--- src/rtl/uart_tx_frame.sv ---
`default_nettype none
// ============================================================================
// Module      : uart_tx_frame
// Description : UART serial transmitter. Sends one start bit (0), eight data
//               bits LSB-first, an optional even-parity bit and one stop bit
//               (1). The line idles high. All outputs are registered.
// Revision    : 1.0 - initial release
// ============================================================================
module uart_tx_frame #(
    parameter int CLKS_PER_BIT = 10,
    parameter bit PARITY_EN    = 1'b0
) (
    input  logic       clk,
    input  logic       rst,
    input  logic       tx_start,
    input  logic [7:0] tx_data,
    output logic       serial_out,
    output logic       tx_busy,
    output logic       tx_done
);

    // Bit-period timer sized to hold 0..CLKS_PER_BIT-1
    localparam int                   c_timer_w   = (CLKS_PER_BIT > 1) ? $clog2(CLKS_PER_BIT) : 1;
    localparam logic [c_timer_w-1:0] c_timer_max = c_timer_w'(CLKS_PER_BIT - 1);
    localparam logic [c_timer_w-1:0] c_timer_one = c_timer_w'(1);

    localparam logic [2:0] c_st_idle   = 3'd0;
    localparam logic [2:0] c_st_start  = 3'd1;
    localparam logic [2:0] c_st_data   = 3'd2;
    localparam logic [2:0] c_st_parity = 3'd3;
    localparam logic [2:0] c_st_stop   = 3'd4;

    logic [2:0]           r_state;
    logic [c_timer_w-1:0] r_timer;
    logic [2:0]           r_bit_idx;
    logic [7:0]           r_data;
    logic                 r_parity;
    logic                 r_serial;
    logic                 r_busy;
    logic                 r_done;

    logic                 w_bit_end;

    // Last clock of the current bit period
    assign w_bit_end = (r_timer == c_timer_max);

    // Frame sequencer: each state's line value is set on the edge that enters
    // it, so serial_out is a plain flop with no decode glitches.
    always_ff @(posedge clk or posedge rst) begin
        if (rst) begin
            r_state   <= c_st_idle;
            r_timer   <= '0;
            r_bit_idx <= '0;
            r_data    <= '0;
            r_parity  <= 1'b0;
            r_serial  <= 1'b1;
            r_busy    <= 1'b0;
            r_done    <= 1'b0;
        end else begin
            r_done  <= 1'b0;
            r_timer <= w_bit_end ? '0 : (r_timer + c_timer_one);
            case (r_state)
                c_st_idle: begin
                    r_timer   <= '0;
                    r_bit_idx <= '0;
                    r_serial  <= 1'b1;
                    r_busy    <= 1'b0;
                    if (tx_start) begin
                        r_data   <= tx_data;
                        r_parity <= ^tx_data;
                        r_state  <= c_st_start;
                        r_serial <= 1'b0;
                        r_busy   <= 1'b1;
                    end
                end
                c_st_start: begin
                    if (w_bit_end) begin
                        r_state   <= c_st_data;
                        r_bit_idx <= '0;
                        r_serial  <= r_data[0];
                    end
                end
                c_st_data: begin
                    if (w_bit_end) begin
                        if (r_bit_idx == 3'd7) begin
                            if (PARITY_EN) begin
                                r_state  <= c_st_parity;
                                r_serial <= r_parity;
                            end else begin
                                r_state  <= c_st_stop;
                                r_serial <= 1'b1;
                            end
                        end else begin
                            r_bit_idx <= r_bit_idx + 3'd1;
                            r_serial  <= r_data[r_bit_idx + 3'd1];
                        end
                    end
                end
                c_st_parity: begin
                    if (w_bit_end) begin
                        r_state  <= c_st_stop;
                        r_serial <= 1'b1;
                    end
                end
                c_st_stop: begin
                    if (w_bit_end) begin
                        r_state  <= c_st_idle;
                        r_serial <= 1'b1;
                        r_busy   <= 1'b0;
                        r_done   <= 1'b1;
                    end
                end
                default: begin
                    r_state  <= c_st_idle;
                    r_timer  <= '0;
                    r_serial <= 1'b1;
                    r_busy   <= 1'b0;
                end
            endcase
        end
    end

    assign serial_out = r_serial;
    assign tx_busy    = r_busy;
    assign tx_done    = r_done;

endmodule
`default_nettype wire

--- config.mk ---
export PLATFORM = sky130hd
export DESIGN_NAME = uart_tx_frame
export DESIGN_NICKNAME = d
export VERILOG_FILES = /design/src/rtl/uart_tx_frame.sv
export SDC_FILE = /design/constraint.sdc
export NUM_CORES = 1
export LEC_CHECK = 0
export CAP_MARGIN = 0
export CELL_PAD_IN_SITES_DETAIL_PLACEMENT = 1
export CELL_PAD_IN_SITES_GLOBAL_PLACEMENT = 1
export CORE_ASPECT_RATIO = 0.9
export CORE_UTILIZATION = 30
export DETAILED_ROUTE_END_ITERATION = 10
export PLACE_DENSITY = 0.6
export RECOVER_POWER = 50
export SYNTH_ARGS = -nofsm -noshare
export SYNTH_HDL_FRONTEND = slang
export SYNTH_SLANG_ARGS = --single-unit
--- constraint.sdc ---
create_clock -name clk -period 2 [get_ports clk]
set_input_delay 0.6 -clock clk [delete_from_list [all_inputs] [get_ports clk]]
set_output_delay 0.6 -clock clk [all_outputs]
set_load 0.02 [all_outputs]
==> metrics.md, run 1 <==
| Metric | Value |
|---|---|
| Status | `finished, final reports clean` |
| Placed cell area | `approximately 1200 um^2` |
| DR pass1 iterations | `4` |
| Max clock buf depth | `2` |
| Routed met3 length | `around 65 um` |
| Largest family of logic cells by synthesized area | `multiplexers` |
| Initial antenna violation count | `0` |
| Area of the multi-input gates | `about 470 um^2` |
| Cell area after layout | `1250 um^2` |
| Critical Path AT | `just over 2 ns` |
| Metal2 WL | `949 um` |
| Pin count of the biggest net entering global routing | `22` |
| Max Cap Violations | `0` |
| Crit Reg-Reg Endpoint | `serial_out$_DFFE_PP1P_` |
| Number of distinct library cells after synthesis | `34` |
| XOR/XNOR share of the synthesized area | `2.58%` |
| Peak Freq | `523 MHz` |
| Die width | `~63 um` |
| FF+latch count, synth | `21` |
| Synth Net Count | `100` |
| TritonCTS buffer count | `3` |
| Area grow syn2layout | `23.1%` |
| Vias | `just under 700` |
| Mapped Cells | `85` |
| Setup ws final | `between 0.08 and 0.09 ns` |
| Die H | `approximately 57 um` |
| R2R depth | `6` |
| Final setup viols | `0` |
| DRC Markers | `0` |
| Routability cong. | `about 0.69` |
| RSZ-0062 raised after global routing | `no` |
| VDD IR max | `639 uV` |
| Io pins | `14` |
| Synth top area share | `around half` |
| Syn. warnings | `0` |
| Initial core utilization | `around 32%` |
| Core Region | `between 3000 and 4000 um^2` |
| Clock share of power | `between 15 and 20%` |
| Leading post-synthesis cells by cell area | `dfrtp_1, mux2_1, ha_1` |
| Vias in the first global route | `about 730` |
| Fin nets | `119` |
| Sink Count | `21` |
| DRT iter0 DRCs | `19` |
| Storage cell area | `roughly 530 um^2` |
| Final Cycle Share | `between 90% and 100%` |
| DRT Wirelength | `between 2 and 2.5 mm` |
| Power Total | `between 1.5 and 2 mW` |
| First-pass GRT wire length | `around 3.6 mm` |
| Least-Margin Pin Slew | `~1.1 ns` |
| Dpl ws | `-0.0959 ns` |
| Via density | `4.76` |
| Tmin final | `about 1.9 ns` |
| Root Driver | `clkbuf_8` |
| Simple-gate share of the synthesized area | `between 10% and 20%` |
| Relative slew slack | `between 20% and 30%` |
| Final slew viol count | `0` |
| Comb pwr share | `about a third` |
| Flop2flop setup slack | `0.09 ns` |
| TritonCTS clock tree | `yes` |
| Power Internal | `just over 1 mW` |
| Min-Delay Path Class | `flip-flop to flip-flop` |
| Compound-Gate Fraction of Synth Area | `8.73%` |
| Port Buf Inserts | `13` |
| Wirelength per Cell | `between 10 and 15 um` |
| Power density over the cells | `about 1200 nW/um^2` |
| Final Skew | `between 0.003 and 0.004 ns` |
| Post-synthesis cell area | `1020 um^2` |
| Share of cells above drive strength 1 | `a little over an eighth` |
| Die area | `roughly 3600 um^2` |
| ANT nets after route | `0` |
| Crit path launch type | `flip-flop` |
| Highest metal used | `met4` |
| Psw | `500 uW` |
| Worst setup path start | `r_bit_idx[0]$_DFFE_PP0P_` |
| ANT cells | `0` |
| Crit Path Class | `flip-flop to flip-flop` |
| FP Rows | `19` |
| Avg Cell Area, Syn | `about 12 um^2` |
| Worst r2r src | `r_bit_idx[0]$_DFFE_PP0P_` |
| Fillcell total | `between 300 and 400` |
| Post-synthesis adder-cell area fraction | `a little under 5%` |
| CP Capture Point | `serial_out$_DFFE_PP1P_` |
| GR Util All Layers | `a little over an eighth` |
| Seq pwr share | `a little under half` |
| Crit end category | `flip-flop` |
| Grt ovf | `0` |
| M1 WL | `about 980 um` |
| Placed wire-length estimate | `~1.5 mm` |
| Yosys top cell by area | `dfrtp_1` |
| Worst-path clk slew | `approximately 0.080 ns` |
| Critical Path RT | `~2.2 ns` |
| Mux cell area share after synthesis | `about 15%` |
| CTS H-Tree Depth | `1` |
| Crit path max fanout | `4` |
| Post-CTS Setup Bufs | `0` |
| Seq/Total Area, Yosys | `roughly 52%` |
| Clk Latency, worst-skew pair | `between 0.2 and 0.3 ns` |
| Switching share of power | `~33%` |
| Static Leak | `0.544 nW` |
| Hold Fails Final Rpt | `0` |
[kinds of logic after synthesis]
kind of cell               after synthesis
DFF                                     21
adders and majority gates                4
xor gates and xnor gates                 3
AOI/OAI and AO/OA                       12
muxes                                   13
buffers and inverters                    5
and+or+nand+nor                         27
[through the flow]
step           cells  setup TNS, ns  hold slack [ns]  utilization, %
2_1_floorplan     85              0            0.453               -
4_1_cts          145              0            0.493            39.9
3_5_place_dp     141         -0.615            0.475            38.4
3_3_place_gp     141         -0.348            0.467            38.4
5_1_grt          145              0            0.518            39.9
6_report         145              0            0.487            39.9
[cells in the final DEF, fill, tap and decap left out, types with 4 or more instances in the layout]
cell type        Yosys  final
clkdlybuf4s50_1      0     12
mux2_1               5      5
nor2_1               9      9
mux2_2               4      4
nand2_1              4      4
dfrtp_1             20     20
[Yosys cell counts (all sizes together)]
master,n
dfrtp,20
nor2,10
mux2,9
ha,4
nand2,4
a22o,3
inv,3
mux2i,3
nor3,3
buf,2
nor2b,2
o21ai,2
xnor2,2
a21boi,1
a21oi,1
a22oi,1
and3,1
and3b,1
dfstp,1
mux4,1
nand2b,1
nand3,1
nand3b,1
nand4,1
o211a,1
o22ai,1
o31ai,1
o41ai,1
or2,1
or4,1
xor2,1
[routing by layer]
| layer | vias to the layer above | global-route usage (%) |
|---|---|---|
| met5 | - | 0 |
| met4 | 0 | 3.90 |
| met3 | 2 | 4.20 |
| met2 | 13 | 20.4 |
| met1 | 330 | 17.3 |
| li1 | 345 | - |
[worst min-delay path by stage]
| stage | start | end | slack (ns) | cells after the start |
|---|---|---|---|---|
| 4_1_cts | r_data[2]$_DFFE_PP0P_ | r_data[2]$_DFFE_PP0P_ | 0.49 | 1 |
| 3_5_place_dp | r_data[2]$_DFFE_PP0P_ | r_data[2]$_DFFE_PP0P_ | 0.47 | 1 |
| 6_report | r_data[2]$_DFFE_PP0P_ | r_data[2]$_DFFE_PP0P_ | 0.49 | 1 |
| 2_1_floorplan | r_data[6]$_DFFE_PP0P_ | r_data[6]$_DFFE_PP0P_ | 0.45 | 1 |
| 5_1_grt | r_data[2]$_DFFE_PP0P_ | r_data[2]$_DFFE_PP0P_ | 0.52 | 1 |
| 3_3_place_gp | r_data[2]$_DFFE_PP0P_ | r_data[2]$_DFFE_PP0P_ | 0.47 | 1 |
[repair_timing]
| action | 4_1_cts | 5_1_grt |
|---|---|---|
| setup endpoints to repair | 0 | 2 |
| hold buffers | 0 | 0 |
| endpoints found under the hold margin | 0 | 0 |
| resized for setup | 0 | 2 |
[power groups by stage]
stage                     combinational, mW  clock, mW  sequential [mW]
after floorplan                       0.360          0            0.721
after global placement                0.504          0            0.728
after detailed placement              0.524          0            0.737
after CTS                             0.528      0.285            0.730
after global routing                  0.591      0.310            0.755
final                                 0.515      0.275            0.727
[registers in the layout, summed over array words and instances (netlist names)]
| signal | count |
|---|---|
| tx_done | 1 |
| r_data | 8 |
| r_state | 3 |
| serial_out | 1 |
| tx_busy | 1 |
| r_timer | 4 |
| r_bit_idx | 3 |
[cell type report]
| cell class | count | share of cell area, % |
|---|---|---|
| clock buffer | 4 | 3.60 |
| inverter | 3 | 0.899 |
| multi-input combinational | 59 | 37.2 |
| sequential | 21 | 42.1 |
| tap | 42 | 4.20 |
| timing repair buffer | 16 | 12.1 |
[worst max-delay path, stage by stage, from the launching register on]
cell     delay [ns]
dfrtp_1        0.39
ha_1           0.21
ha_2           0.39
mux2i_1        0.09
a22o_1         0.22
or4_1          0.42
o41ai_1        0.09
(Power assumes the default switching activity.)
==> inputs of run 2 (changes only) <==
--- a/config.mk
+++ b/config.mk
@@ -9,6 +9,7 @@
 export CELL_PAD_IN_SITES_DETAIL_PLACEMENT = 1
 export CELL_PAD_IN_SITES_GLOBAL_PLACEMENT = 1
 export CORE_ASPECT_RATIO = 0.9
+export CORE_MARGIN = 2
 export CORE_UTILIZATION = 30
 export DETAILED_ROUTE_END_ITERATION = 10
 export PLACE_DENSITY = 0.6
==> run 2 against run 1 <==
Against the previous run:
- utilization is 1.9 points lower
- final cell count is 2.1% higher
- sequential power hardly changed
- sequential share of layout area is 0.13 points lower
- via count is 0.14% lower
- flip-flop and latch count stayed put
- critical path depth stayed put
- fmax hardly changed
- register-to-register slack hardly changed
- critical path type unchanged
- critical endpoint unchanged
- largest cell class unchanged
- highest routed layer unchanged
==> metrics.md, run 2 (synthesized netlist as in run 1, its figures left out) <==
| Metric | Value |
|---|---|
| Status | `finished, final reports clean (unchanged)` |
| Most common cell after layout, fill and taps aside | `dfrtp_1 (unchanged)` |
| VDD IR max | `322 uV (was 639 uV)` |
| Critical Path Stages | `6 (unchanged)` |
| Crit Path Class | `flip-flop to flip-flop (unchanged)` |
| Most used cell, CP | `ha_1` |
| Sink Count | `21 (unchanged)` |
| Worst r2r src | `r_bit_idx[1]$_DFFE_PP0P_ (was r_bit_idx[0]$_DFFE_PP0P_)` |
| Vias in the first global route | `758 (was 732)` |
| Layout Cells excl Fill | `148 (was 145)` |
| Hold Fails Final Rpt | `0 (unchanged)` |
| Worst path max stage delay | `0.40 ns (was 0.42 ns)` |
| Relative slew slack | `26.3% (was 23.8%)` |
| Placed cell area | `1220 um^2 (was 1210 um^2)` |
| Die H | `59.2 um (was 57.2 um)` |
| Critical Path AT | `2.05 ns (was 2.06 ns)` |
| Slowest cell on the critical path | `dfrtp_1 (was or4_1)` |
| TritonCTS buffer count | `3 (unchanged)` |
| Final slew viol count | `0 (unchanged)` |
| Largest regs | `r_data: 8 flops, r_timer: 4 flops (unchanged)` |
| Placed Instances | `144 (was 141)` |
| Top Family by Delay on Critical Path | `adder cells (unchanged)` |
| Io pins | `14 (unchanged)` |
| Hold path start | `r_data[1]$_DFFE_PP0P_ (was r_data[2]$_DFFE_PP0P_)` |
| Initial core utilization | `30.8% (was 32.4%)` |
| Crit end category | `flip-flop (unchanged)` |
| Static Leak | `0.546 nW (was 0.544 nW)` |
| Post-CTS Setup Bufs | `0 (unchanged)` |
| Root Driver | `clkbuf_8 (unchanged)` |
| Dpl ws | `-0.0632 ns (was -0.0959 ns)` |
| Placed wire-length estimate | `1.59 mm (was 1.46 mm)` |
| Core Region | `3300 um^2 (was 3140 um^2)` |
| R2R depth | `6 (unchanged)` |
| Final setup viols | `0 (unchanged)` |
| TritonCTS clock tree | `yes (unchanged)` |
| Peak Freq | `522 MHz (was 523 MHz)` |
| Die width | `65.4 um (was 63.4 um)` |
| CTS H-Tree Depth | `1 (unchanged)` |
| DRT Wirelength | `1.98 mm (was 2.01 mm)` |
| Pin count of the biggest net entering global routing | `22 (unchanged)` |
| Largest Register | `r_data (unchanged)` |
| Least-Margin Pin Slew | `1.11 ns (was 1.14 ns)` |
| Grt ovf | `0 (unchanged)` |
| Crit path launch type | `flip-flop (unchanged)` |
| Vias | `689 (was 690)` |
| RSZ-0062 raised after global routing | `no (unchanged)` |
| DR pass1 iterations | `4 (unchanged)` |
| Largest register FFs | `8 (unchanged)` |
| Clk Latency, worst-skew pair | `0.25 ns (was 0.26 ns)` |
| Cell area after layout | `1260 um^2 (was 1250 um^2)` |
| ANT nets after route | `0 (unchanged)` |
| Worst-path clk slew | `0.07 ns (was 0.08 ns)` |
| Final Cycle Share | `95.7% (was 95.6%)` |
| Port Buf Inserts | `13 (unchanged)` |
| Flop2flop setup slack | `0.09 ns (about the same)` |
| Crit Reg-Reg Endpoint | `serial_out$_DFFE_PP1P_ (unchanged)` |
| Worst hold path stage count | `1 (unchanged)` |
| Max clock buf depth | `2 (unchanged)` |
| Cell-by-cell trace of the critical path | `ha_1 > ha_1 > mux2i_1 > a22o_1 > or4_1 > o41ai_1 (was ha_1 > ha_2 > mux2i_1 > a22o_1 > or4_1 > o41ai_1)` |
| ANT cells | `0 (unchanged)` |
| Setup ws final | `0.0860 ns (was 0.0879 ns)` |
| DRT iter0 DRCs | `14 (was 19)` |
| First-pass GRT wire length | `3.46 mm (was 3.56 mm)` |
| Commonest cells after routing, fill and taps aside | `dfrtp_1, clkdlybuf4s50_1, nor2_1 (unchanged)` |
| Max Cap Violations | `0 (unchanged)` |
| Final Skew | `0.000568 ns (was 0.00350 ns)` |
| DRC Markers | `0 (unchanged)` |
| Fin nets | `120 (was 119)` |
| Initial antenna violation count | `0 (unchanged)` |
| Die area | `3870 um^2 (was 3630 um^2)` |
| Crit path max fanout | `4 (unchanged)` |
| Tmin final | `1.91 ns (about the same)` |
| WHS Endpoint | `r_data[1]$_DFFE_PP0P_ (was r_data[2]$_DFFE_PP0P_)` |
| Share of cells above drive strength 1 | `13.5% (was 13.6%)` |
| Critical Path RT | `2.14 ns (was 2.15 ns)` |
| Wirelength per Cell | `13.4 um (was 13.9 um)` |
| Power density over the cells | `1210 nW/um^2 (about the same)` |
| Area grow syn2layout | `23.5% (was 23.1%)` |
| Routability cong. | `0.804 (was 0.693)` |
| Min-Delay Path Class | `flip-flop to flip-flop (unchanged)` |
| Final Util | `38.0% (was 39.9%)` |
| Via density | `4.66 (was 4.76)` |
| GR Util All Layers | `11.9% (was 13.0%)` |
| FP Rows | `20 (was 19)` |
| Worst Path Buf+Inv | `0 (unchanged)` |
## run 2: metrics by stage
stage	total power [mW]	setup TNS (ns)	hold slack [ns]
6_report	1.52	0	0.499
5_1_grt	1.64	0	0.532
4_1_cts	1.55	0	0.504
3_5_place_dp	1.28	-0.396	0.485
3_3_place_gp	1.23	-0.0510	0.466
2_1_floorplan	1.08	0	0.453
## run 2: how the worst max path moves through the flow
| stage | startpoint | end | slack (ns) |
|---|---|---|---|
| global placement | tx_start | r_data[4]$_DFFE_PP0P_ | -0.02 |
| finish | r_bit_idx[1]$_DFFE_PP0P_ | serial_out$_DFFE_PP1P_ | 0.09 |
| CTS | r_bit_idx[0]$_DFFE_PP0P_ | serial_out$_DFFE_PP1P_ | 0.07 |
| detailed placement | tx_start | r_data[4]$_DFFE_PP0P_ | -0.06 |
| floorplan | r_bit_idx[0]$_DFFE_PP0P_ | serial_out$_DFFE_PP1P_ | 0.16 |
| global route | r_bit_idx[0]$_DFFE_PP0P_ | serial_out$_DFFE_PP1P_ | 0.001 |
## run 2: layer usage
layer / vias to the layer above / share of wire (%) / global-route usage [%]
li1: 339 / - / -
met1: 332 / 48 / 15.7
met2: 14 / 47 / 19.5
met3: 4 / 3.6 / 2.85
met4: 0 / 1.3 / 3.57
met5: - / 0 / 0
## run 2: what timing repair did
| item | 4_1_cts | 5_1_grt |
|---|---|---|
| setup endpoints to repair | 1 | 0 |
| resized for setup | 1 | 0 |
| hold buffers | 0 | 0 |
## run 2: cell type report
class	instances	area [um^2]
fill	384	2050
sequential	21	527
multi-input combinational	59	463
timing repair buffer	17	155
tap	44	55.1
clock buffer	4	45.0
inverter	3	11.3
## run 2: where the power goes
part	internal [mW]	switching (mW)	total (mW)
Sequential	0.594	0.136	0.730
Combinational	0.278	0.237	0.515
Clock	0.142	0.130	0.272
Total	1.01	0.503	1.52
